==> src/rtl/mulacc_feeder.sv <==
// Operand issue stage: FIFO-buffers a valid/ready stream and presents each head
// operand to the MAC for two enabled cycles (phase 0 multiply, phase 1 commit).
module mulacc_feeder #(
    parameter int  WIDTH = 8,
    parameter int  DEPTH = 4,
    localparam int AW    = $clog2(DEPTH)
) (
    input  logic             clk,
    input  logic             reset,
    input  logic             in_valid,
    output logic             in_ready,
    input  logic [WIDTH-1:0] in_data,
    input  logic             hold,
    output logic             mac_en,
    output logic [WIDTH-1:0] mac_x,
    output logic             mac_phase,
    output logic             busy,
    output logic [AW:0]      level,
    output logic [15:0]      issued
);

    typedef enum logic [1:0] {
        IDLE   = 2'd0,
        PHASE0 = 2'd1,
        PHASE1 = 2'd2
    } state_t;

    localparam logic [AW:0] FULL_LEVEL = (AW+1)'(DEPTH);

    state_t           state;
    logic [WIDTH-1:0] mem [DEPTH];
    logic [AW-1:0]    wr_ptr;
    logic [AW-1:0]    rd_ptr;
    logic [AW:0]      level_q;
    logic [AW:0]      level_nxt;
    logic [15:0]      issued_q;
    logic             push;
    logic             pop;

    // No write-through: a slot freed by this edge's pop is only offered next cycle.
    assign in_ready  = (level_q != FULL_LEVEL);
    assign push      = in_valid && in_ready;
    assign pop       = (state == PHASE1) && !hold;

    assign busy      = (state != IDLE);
    assign mac_en    = busy && !hold;
    assign mac_phase = (state == PHASE1);
    assign mac_x     = mem[rd_ptr];
    assign level     = level_q;
    assign issued    = issued_q;

    always_comb begin
        level_nxt = level_q;
        if (push && !pop) begin
            level_nxt = level_q + 1'b1;
        end else if (pop && !push) begin
            level_nxt = level_q - 1'b1;
        end
    end

    // Storage needs no reset; only pointers and level define what is valid.
    always_ff @(posedge clk) begin
        if (push) begin
            mem[wr_ptr] <= in_data;
        end
    end

    always_ff @(posedge clk) begin
        if (reset) begin
            wr_ptr  <= '0;
            rd_ptr  <= '0;
            level_q <= '0;
        end else begin
            if (push) begin
                wr_ptr <= wr_ptr + 1'b1;
            end
            if (pop) begin
                rd_ptr <= rd_ptr + 1'b1;
            end
            level_q <= level_nxt;
        end
    end

    always_ff @(posedge clk) begin
        if (reset) begin
            state    <= IDLE;
            issued_q <= '0;
        end else begin
            case (state)
                IDLE: begin
                    if (level_q != '0) begin
                        state <= PHASE0;
                    end
                end
                PHASE0: begin
                    if (!hold) begin
                        state <= PHASE1;
                    end
                end
                PHASE1: begin
                    if (!hold) begin
                        issued_q <= issued_q + 16'd1;
                        // Continue straight into the next operand when one remains.
                        state    <= (level_nxt != '0) ? PHASE0 : IDLE;
                    end
                end
                default: state <= IDLE;
            endcase
        end
    end

endmodule

==> config.mk <==
export PLATFORM = sky130hd
export DESIGN_NAME = mulacc_feeder
export DESIGN_NICKNAME = d
export VERILOG_FILES = /design/src/rtl/mulacc_feeder.sv
export SDC_FILE = /design/constraint.sdc
export NUM_CORES = 1
export LEC_CHECK = 0
export ABC_AREA = 0
export BUFFER_PORTS_ARGS = -buffer_cell sky130_fd_sc_hd__buf_4
export CAP_MARGIN = 20
export CORE_MARGIN = 5
export CORE_UTILIZATION = 40
export CTS_CLUSTER_DIAMETER = 60
export DETAILED_ROUTE_END_ITERATION = 12
export PLACE_DENSITY = 0.59
export SLEW_MARGIN = 20
export SYNTH_ARGS = -nofsm -noshare
export SYNTH_HDL_FRONTEND = slang
export SYNTH_SLANG_ARGS = --single-unit
==> constraint.sdc <==
create_clock -name clk -period 4.4 [get_ports clk]
set_input_delay 1.1 -clock clk [delete_from_list [all_inputs] [get_ports clk]]
set_output_delay 1.1 -clock clk [all_outputs]
set_load 0.02 [all_outputs]
==> Word-level counts from Yosys, hierarchy flattened <==
Memory sizes are Yosys's and may differ from the RTL's. A register that Yosys moved wholly into a read port is not among the register bits.
Cells that the tools add are included.
{ "totals": {"reg_bits": 25, "ram_bits": 32, "in_bits": 12, "out_inout_bits": 31, "elab_cells": 43, "memories": 1} }
{ "classes": {"add_sub_neg": 5, "eq_ne": 6, "muxes": 11, "n_bitwise": 1, "n_reduce_logical": 14} }
{ "mem_list": {"columns": ["memory", "depth", "word_bits", "read_ports", "rd_ports_with_merged_regs", "wr", "line", "rtl"], "rows": [
  ["mem", 4, 8, 1, 1, 1, "31", "logic [WIDTH-1:0] mem [DEPTH];"]
]} }
{ "ops": {"columns": ["operator", "n"], "rows": [
  ["16-bit by 1-bit adder with 16-bit output, second input constant", 1],
  ["2-bit two-way mux", 5],
  ["3-bit two-way mux", 2],
  ["2-bit inequality test, second input constant", 3],
  ["2-bit case mux with 3 select lines", 1],
  ["3-bit nonzero test", 2],
  ["1-bit logical AND", 5],
  ["2-bit by 1-bit adder with 2-bit output, second input constant", 2],
  ["3-bit by 1-bit adder with 3-bit output, second input constant", 1],
  ["1-bit logical NOT", 3],
  ["1-bit two-way mux", 3],
  ["3-bit inequality test, second input constant", 1],
  ["3-bit AND reduction", 1],
  ["3-bit by 1-bit subtractor with 3-bit output, second input constant", 1],
  ["2-bit by 1-bit equality test with 1-bit output, second input constant", 1],
  ["2-bit equality test, second input constant", 1],
  ["2-bit logical NOT", 1],
  ["2-bit AND reduction", 1],
  ["2-bit nonzero test", 1],
  ["1-bit NOT", 1]
]} }

==> Longest topological paths before layout <==
Gate-level depths: netlist (run 1).
{ "logic_depth": {"ltp_word": 10, "mapped_depth": 7, "mapped_depth_nobuf": 7} }

==> Least setup slack after synthesis (run 1) <==
OpenSTA, ideal clock, no wires.
{ "synth_path": {"path_kind": "in2out", "startpoint": "input port hold", "endpoint": "output port mac_en", "arrival_time_ns": 1.404, "t_required_ns": 3.300, "path_slack_ns": 1.896, "path_stages": 1, "n_path_buf": 0, "cell_sequence": "nor2b_1"} }
{ "synth_via": {"elab_chain_len": 2} }
{ "synth_rtl": {"columns": ["item", "line", "rtl"], "rows": [
  ["start: declaration", "13", "input logic hold,"],
  ["1-bit logical NOT", null, null],
  ["1-bit logical AND", "46", "assign mac_en = busy && !hold;"],
  ["end: declaration", "14", "output logic mac_en,"]
]} }
Every way passes these cells.

==> flow_metrics.env, run 1 <==
export IMPL_portBuffers=42
export IMPL_holdCritPathClass="reg -> reg"
export IMPL_yosysSeqAreaShare_pct=61.1
export IMPL_place_hpwl_um=2940
export IMPL_antenna_cells=0
export IMPL_clk_path_buf_depth=2
export IMPL_critPathRequiredTime_ns=3.30
export IMPL_synth_area_um2=2460
export IMPL_start_kind="flip-flop"
export IMPL_avgSynthCellArea_um2=13.3
export IMPL_hp_start="rd_ptr[1]"
export IMPL_synth_area_leaders="edfxtp_1, dfxtp_1, mux4_2, xor2_1, ha_1"
export IMPL_grt_usage_pct=11.7
export IMPL_firstDrtPassIters=4
export IMPL_die_h_um=88.4
export IMPL_grt_pass1_wl_um=6670
export IMPL_synth_nets=205
export IMPL_synth_top_family_by_area="simple AND/OR/NAND/NOR gates"
export IMPL_cts_root_buffer="clkbuf_8"
export IMPL_vias=1461
export IMPL_clock_sinks=59
export IMPL_powerDensity_nw_per_um2=447
export IMPL_synth_common_cells="edfxtp_1, dfxtp_1, nor2_1"
export IMPL_drc_errors=0
export IMPL_hold_buffers=0
export IMPL_post_cts_buffers=0
export IMPL_synth_edf_count=32
export IMPL_placed_area_um2=2830
export IMPL_min_period_ns=2.86
export IMPL_clk_pin_slew_worst_paths_ns=0.06
export IMPL_cts_repair_resized=0
export IMPL_rsz0062_at_grt="no"
export IMPL_endpoint_kind="primary output"
export IMPL_overflow=0
export IMPL_synthCells=185
export IMPL_fin_skew_ns=0.00714
export IMPL_reg2reg_from="state[0]"
export IMPL_r2r_slack_ns=2.37
export IMPL_htree_levels=3
export IMPL_die_area_um2=7810
export IMPL_synth_warnings=0
export IMPL_setup_violations=0
export IMPL_fin_area_um2=3050
export IMPL_gp_congestion=0.693
export IMPL_clk_latency_ns=0.33
export IMPL_initial_utilization_pct=41.3
export IMPL_path_class="reg -> out"
export IMPL_worstPathArrival_ns=1.76
export IMPL_wire_per_inst_um=13.5
export IMPL_ioPinCount=43
export IMPL_whs_ns=0.524
export IMPL_die_w_um=88.4
export IMPL_period_share_pct=65.0
export IMPL_post_synth_num_cell_types=33
export IMPL_ys_ff_latch=59
export IMPL_fp_coreArea_um2=5960
export IMPL_grt_pass1_vias=1432
export IMPL_peakVddDrop_mv=0.219
export IMPL_synth_simple_area_share_pct=13.0
export IMPL_cts_made_buffers=9
export IMPL_yosys_mux_area_fraction_pct=8.15
export IMPL_async_reset_ff_share_pct=0
export IMPL_drt_iter0_drc=38
export IMPL_synthXorXnorAreaFrac_pct=7.48
export IMPL_num_nets_final=251
export IMPL_synthAdderAreaFrac_pct=4.07
export IMPL_synth_most_common_cell="edfxtp_1"
export IMPL_tightest_slew_ns=0.804
export IMPL_cap_violations=0
export IMPL_rows=28
export IMPL_ant_nets=0
export IMPL_clock_fmax_ghz=0.350
export IMPL_synth_top_area_share_pct=39.1
export IMPL_post_drt_via_cell_ratio=4.70
export IMPL_drive_gt1_share_pct=29.2
export IMPL_critPathMaxFanout=8
export IMPL_yosysTopAreaCell="edfxtp_1"
export IMPL_synth_compound_area_share_pct=3.46
export IMPL_tritoncts="yes"
export IMPL_slew_violations=0
export IMPL_fin_tns_setup_ns=0
export IMPL_area_delta_synth_final_pct=24.0
export IMPL_synthFlopType="edfxtp_1"
export IMPL_grt_max_degree=27
export IMPL_hold_viol_final=0
export IMPL_relSlewSlack_pct=46.2
export IMPL_finalWirelength_um=4200
export IMPL_p_leak_uw=0.00118
export IMPL_status="complete, no violations"
export IMPL_antenna_found_initial=0
==> power by group <==
group | leakage, uW | total [uW] | switching (uW) | internal, uW
Sequential | 0.000513 | 638 | 24.3 | 614
Clock | 0.000103 | 525 | 209 | 316
Combinational | 0.000567 | 199 | 107 | 91.7
Total | 0.00118 | 1360 | 341 | 1020
==> sequential cells by signal, indices dropped and copies added (netlist names), named ones only <==
signal,count
rd_ptr,2
wr_ptr,2
mem,32
level,3
issued,16
state,2
==> layout by cell type, fill, tap and decap left out, drive strengths merged <==
master / n
xnor2: 6
o21ai: 2
o22ai: 1
edfxtp: 32
nand2: 9
and4: 2
and2: 4
mux4: 8
a21oi: 3
a311oi: 1
nor2b: 3
nand3: 3
clkbuf: 9
dfxtp: 27
or2: 1
inv: 8
mux2i: 2
nor2: 25
ha: 8
a2111oi: 1
clkinvlp: 2
nor3b: 3
buf: 42
xor2: 15
o41a: 1
a21boi: 1
nand2b: 2
clkinv: 3
nand4: 4
bufinv: 2
and3: 6
==> logic make-up after synthesis <==
family,count (synthesis)
buf+inv,15
flops,59
xor+xnor,21
simple gates,62
mux,10
compound gates,10
fa+ha+maj,8
==> through the flow <==
step | setup slack (ns) | total power, uW | util [%] | cells
after floorplan | 1.90 | 782 | - | 185
after global placement | 1.53 | 851 | 47.5 | 295
after detailed placement | 1.51 | 854 | 47.5 | 295
after CTS | 1.48 | 1380 | 51.2 | 311
after global routing | 1.41 | 1440 | 51.2 | 311
final | 1.54 | 1360 | 51.2 | 311
==> routing by layer <==
metal	track usage, %	routed length [um]	vias up	part of all wire (%)
met3	7.45	349	4	8.3
met4	3.30	29	0	0.69
li1	-	-	743	-
met1	12.9	1830	672	44
met5	0	0	-	0
met2	18.6	1990	42	47
==> path summary, 6_finish.rpt <==
check                                 end  depth (start not counted)
worst max-delay path             mac_x[4]                          2
worst min-delay path            rd_ptr[1]                          2
worst max register to register   state[0]                          5
worst min register to register  rd_ptr[1]                          2
==> critical path, stage by stage, from the launching register on <==
cell and delay (ns):
dfxtp_1 0.67, mux4_2 0.58, buf_4 0.18
==> area by class of cell <==
cell class / count / area (um2)
clock buffer: 9 / 124
tap: 75 / 93.8
inverter: 8 / 30.0
multi-input combinational: 111 / 890
timing repair buffer: 42 / 315
fill: 519 / 2910
sequential: 59 / 1500
clock inverter: 7 / 92.6
No activity file was read; power rests on OpenSTA's default activity.
==> inputs of run 2 (changes only) <==
--- a/config.mk
+++ b/config.mk
@@ -12,7 +12,7 @@
 export CORE_UTILIZATION = 40
 export CTS_CLUSTER_DIAMETER = 60
 export DETAILED_ROUTE_END_ITERATION = 12
-export PLACE_DENSITY = 0.59
+export PLACE_DENSITY = 0.62
 export SLEW_MARGIN = 20
 export SYNTH_ARGS = -nofsm -noshare
 export SYNTH_HDL_FRONTEND = slang
==> constraint.sdc (replaced) <==
create_clock -name clk -period 2.4 [get_ports clk]
set_input_delay 0.6 -clock clk [delete_from_list [all_inputs] [get_ports clk]]
set_output_delay 0.6 -clock clk [all_outputs]
set_load 0.02 [all_outputs]
==> flow_metrics.env, run 2 (same netlist as run 1, synthesis figures left out) <==
export IMPL_status="complete, no violations"
export IMPL_critPathMaxFanout=5
export IMPL_place_hpwl_um=3060
export IMPL_crit_cells=3
export IMPL_rsz0062_at_grt="no"
export IMPL_path_class="reg -> out"
export IMPL_fin_tns_setup_ns=0
export IMPL_critPathRequiredTime_ns=1.80
export IMPL_holdCritPathClass="in -> reg"
export IMPL_ant_nets=0
export IMPL_worst_path_largest_cell_delay_ns=0.51
export IMPL_fin_skew_ns=0.00621
export IMPL_path_buf_inv=2
export IMPL_hold_viol_final=0
export IMPL_overflow=0
export IMPL_fin_cells=313
export IMPL_p_leak_uw=0.00118
export IMPL_fillers=539
export IMPL_path_cells="buf_4, mux4_2, buf_4"
export IMPL_dp_cells=297
export IMPL_crit_top_cell="buf_4"
export IMPL_clk_latency_ns=0.32
export IMPL_cts_root_buffer="clkbuf_8"
export IMPL_fp_coreArea_um2=5960
export IMPL_wire_per_inst_um=14.0
export IMPL_powerDensity_nw_per_um2=753
export IMPL_vias=1465
export IMPL_slew_violations=0
export IMPL_post_drt_via_cell_ratio=4.68
export IMPL_start_kind="flip-flop"
export IMPL_setup_violations=0
export IMPL_period_share_pct=92.0
export IMPL_relSlewSlack_pct=70.2
export IMPL_grt_usage_pct=12.5
export IMPL_firstDrtPassIters=4
export IMPL_cp_top_family="multiplexers"
export IMPL_finalWirelength_um=4390
export IMPL_endpoint_kind="primary output"
export IMPL_tritoncts="yes"
export IMPL_hold_depth=1
export IMPL_drive_gt1_share_pct=29.8
export IMPL_hold_buffers=0
export IMPL_wl_met3_um=309
export IMPL_die_w_um=88.4
export IMPL_peakVddDrop_mv=0.472
export IMPL_worst_r2r_cell_count=7
export IMPL_drt_iter0_drc=78
export IMPL_worstPathArrival_ns=1.61
export IMPL_clk_pin_slew_worst_paths_ns=0.06
export IMPL_gp_congestion=0.781
export IMPL_tightest_slew_ns=0.447
export IMPL_ioPinCount=43
export IMPL_cap_violations=0
export IMPL_clock_sinks=59
export IMPL_area_delta_synth_final_pct=22.4
export IMPL_die_h_um=88.4
export IMPL_antenna_found_initial=0
export IMPL_fin_util_pct=50.5
export IMPL_min_period_ns=2.21
export IMPL_layout_common_cells="buf_4, edfxtp_1, dfxtp_1"
export IMPL_cts_made_buffers=9
export IMPL_met2WireLength_um=2070
export IMPL_largest_reg_flops=32
export IMPL_grt_pass1_vias=1490
export IMPL_met1_length_um=1990
export IMPL_num_nets_final=253
export IMPL_grt_max_degree=27
export IMPL_crit_slowest_cell="mux4_2"
export IMPL_portBuffers=42
export IMPL_initial_utilization_pct=41.3
export IMPL_rows=28
export IMPL_drc_errors=0
export IMPL_grt_pass1_wl_um=7250
export IMPL_clock_fmax_ghz=0.453
export IMPL_antenna_cells=0
export IMPL_die_area_um2=7810
export IMPL_htree_levels=3
export IMPL_regMostFlops="mem"
export IMPL_final_common_cell="buf_4"
export IMPL_clk_path_buf_depth=2
export IMPL_top_layer_used="met4"
run 2: timing repair:
| action | CTS | global route |
|---|---|---|
| endpoints found under the setup margin | 0 | 2 |
| gates resized for setup | 0 | 1 |
| setup buffers | 0 | 0 |
run 2: final timing paths:
path / from / end / slack, ns
worst max-delay path: flip-flop / mac_x[2] / 0.19
worst min-delay path: in_data[4] / mem[2][4] / 0.47
worst max register to register: level[0] / state[0] / 0.36
worst min register to register: rd_ptr[1] / rd_ptr[1] / 0.53
run 2: metrics by stage:
stage	area (um2)	setup WS (ns)	hold slack [ns]	power, uW
after floorplan	2460	0.395	0.485	1430
after global placement	2850	0.402	0.517	1560
after detailed placement	2850	0.366	0.516	1570
after CTS	3010	0.0425	0.455	2300
after global routing	3010	0.109	0.446	2400
final	3010	0.191	0.471	2270
run 2: metal layers:
layer / GRT usage, % / vias up
li1: - / 744
met1: 16.0 / 676
met2: 18.8 / 42
met3: 5.59 / 3
met4: 4.12 / 0
met5: 0 / -
run 2: where the power goes:
| part | internal [uW] | switching (uW) | total, uW |
|---|---|---|---|
| clock | 365 | 361 | 726 |
| combinational | 171 | 200 | 371 |
| sequential | 1130 | 42.8 | 1170 |
run 2: final cells by class:
type,count,area [um2],share of cell area (%)
Clock buffer,10,128,4.24
Clock inverter,6,32.5,1.08
Inverter,8,30.0,0.999
Multi-Input combinational cell,111,890,29.6
Sequential cell,59,1500,50.0
Tap cell,75,93.8,3.12
Timing Repair Buffer,44,330,11.0
==> inputs of run 3 (changes only) <==
--- a/config.mk
+++ b/config.mk
@@ -12,7 +12,7 @@
 export CORE_UTILIZATION = 40
 export CTS_CLUSTER_DIAMETER = 60
 export DETAILED_ROUTE_END_ITERATION = 12
-export PLACE_DENSITY = 0.62
+export PLACE_DENSITY = 0.59
 export SLEW_MARGIN = 20
 export SYNTH_ARGS = -nofsm -noshare
 export SYNTH_HDL_FRONTEND = slang
==> constraint.sdc (replaced) <==
create_clock -name clk -period 2.6 [get_ports clk]
set_input_delay 0.65 -clock clk [delete_from_list [all_inputs] [get_ports clk]]
set_output_delay 0.65 -clock clk [all_outputs]
set_load 0.02 [all_outputs]
==> flow_metrics.env, run 3 (same netlist as run 1, synthesis figures left out) <==
export IMPL_post_drt_via_cell_ratio=4.79
export IMPL_relSlewSlack_pct=64.2
export IMPL_vias=1494
export IMPL_fillers=540
export IMPL_ioPinCount=43
export IMPL_tritoncts="yes"
export IMPL_antenna_cells=0
export IMPL_rsz0062_at_grt="no"
export IMPL_endpoint_kind="primary output"
export IMPL_setup_violations=0
export IMPL_final_common_cell="buf_4"
export IMPL_grt_usage_pct=12.5
export IMPL_hold_viol_final=0
export IMPL_slew_violations=0
export IMPL_cts_made_buffers=9
export IMPL_status="complete, no violations"
export IMPL_clk_pin_slew_worst_paths_ns=0.07
export IMPL_htree_levels=3
export IMPL_grt_max_degree=27
export IMPL_wire_per_inst_um=14.0
export IMPL_firstDrtPassIters=4
export IMPL_powerDensity_nw_per_um2=700
export IMPL_met1_length_um=1990
export IMPL_clk_path_buf_depth=2
export IMPL_drc_errors=0
export IMPL_post_cts_buffers=0
export IMPL_cts_root_buffer="clkbuf_8"
export IMPL_die_w_um=88.4
export IMPL_finalWirelength_um=4360
export IMPL_antenna_found_initial=0
export IMPL_p_total_uw=2100
export IMPL_clk_latency_ns=0.33
export IMPL_ant_nets=0
export IMPL_fin_tns_setup_ns=0
export IMPL_worstPathArrival_ns=1.73
export IMPL_overflow=0
export IMPL_grt_pass1_wl_um=7190
export IMPL_area_delta_synth_final_pct=22.4
export IMPL_drive_gt1_share_pct=29.5
export IMPL_drt_iter0_drc=54
export IMPL_gp_congestion=0.706
export IMPL_peakVddDrop_mv=0.418
export IMPL_period_share_pct=91.4
export IMPL_regMostFlops="mem"
export IMPL_path_class="reg -> out"
export IMPL_rows=28
export IMPL_start_kind="flip-flop"
export IMPL_p_leak_uw=0.00116
export IMPL_met2WireLength_um=2060
export IMPL_placed_area_um2=2840
export IMPL_tightest_slew_ns=0.536
export IMPL_portBuffers=42
export IMPL_die_h_um=88.4
export IMPL_clock_sinks=59
export IMPL_wl_met3_um=275
export IMPL_critPathMaxFanout=8
export IMPL_cap_violations=0
export IMPL_fp_coreArea_um2=5960
export IMPL_layout_common_cells="buf_4, edfxtp_1, dfxtp_1"
export IMPL_grt_pass1_vias=1535
export IMPL_min_period_ns=2.38
export IMPL_holdCritPathClass="in -> reg"
export IMPL_cts_repair_resized=0
export IMPL_place_hpwl_um=2980
export IMPL_fin_area_um2=3010
export IMPL_critPathRequiredTime_ns=1.95
export IMPL_fin_skew_ns=0.00614
export IMPL_largest_reg_flops=32
export IMPL_clock_fmax_ghz=0.421
export IMPL_die_area_um2=7810
export IMPL_top_layer_used="met4"
export IMPL_num_nets_final=252
export IMPL_hold_buffers=0
export IMPL_initial_utilization_pct=41.3
-- run 3: power breakdown --
part | switching [uW] | internal [uW]
clock | 350 | 339
combinational | 180 | 156
sequential | 41.4 | 1040
total | 571 | 1530
-- run 3: path summary, 6_finish.rpt --
kind                                  from         to  slack, ns  cells after the start
worst max-delay path             flip-flop   mac_x[3]       0.22                      2
worst min-delay path            in_data[5]  mem[1][5]       0.52                      1
worst max register to register    level[0]   state[0]       0.60                      7
worst min register to register   rd_ptr[1]  rd_ptr[1]       0.53                      2
-- run 3: area by class of cell --
cell class,instances,area [um2],area share [%]
clock buffers,9,124,4.12
multi-input cells,111,890,29.6
well taps,75,93.8,3.12
clock inverters,7,45.0,1.50
repair buffers,43,323,10.7
inverters,8,30.0,0.999
flip-flops and latches,59,1500,49.9
-- run 3: per-stage QoR --
| step | cells | utilization [%] | hold slack, ns | setup WS, ns |
|---|---|---|---|---|
| floorplan | 185 | - | 0.485 | 0.595 |
| global placement | 296 | 47.6 | 0.511 | 0.549 |
| detailed placement | 296 | 47.6 | 0.518 | 0.525 |
| CTS | 312 | 50.5 | 0.505 | 0.162 |
| global route | 312 | 50.5 | 0.492 | 0.0759 |
| finish | 312 | 50.5 | 0.524 | 0.224 |
-- run 3: routing by layer --
metal | GRT usage [%] | vias up
met5 | 0 | -
met4 | 3.71 | 0
li1 | - | 745
met1 | 15.0 | 713
met2 | 19.5 | 30
met3 | 6.61 | 6
-- run 3: critical path, cell delays in order (launching register included) --
cell and delay [ns]:
dfxtp_1 0.66, mux4_2 0.57, buf_4 0.17
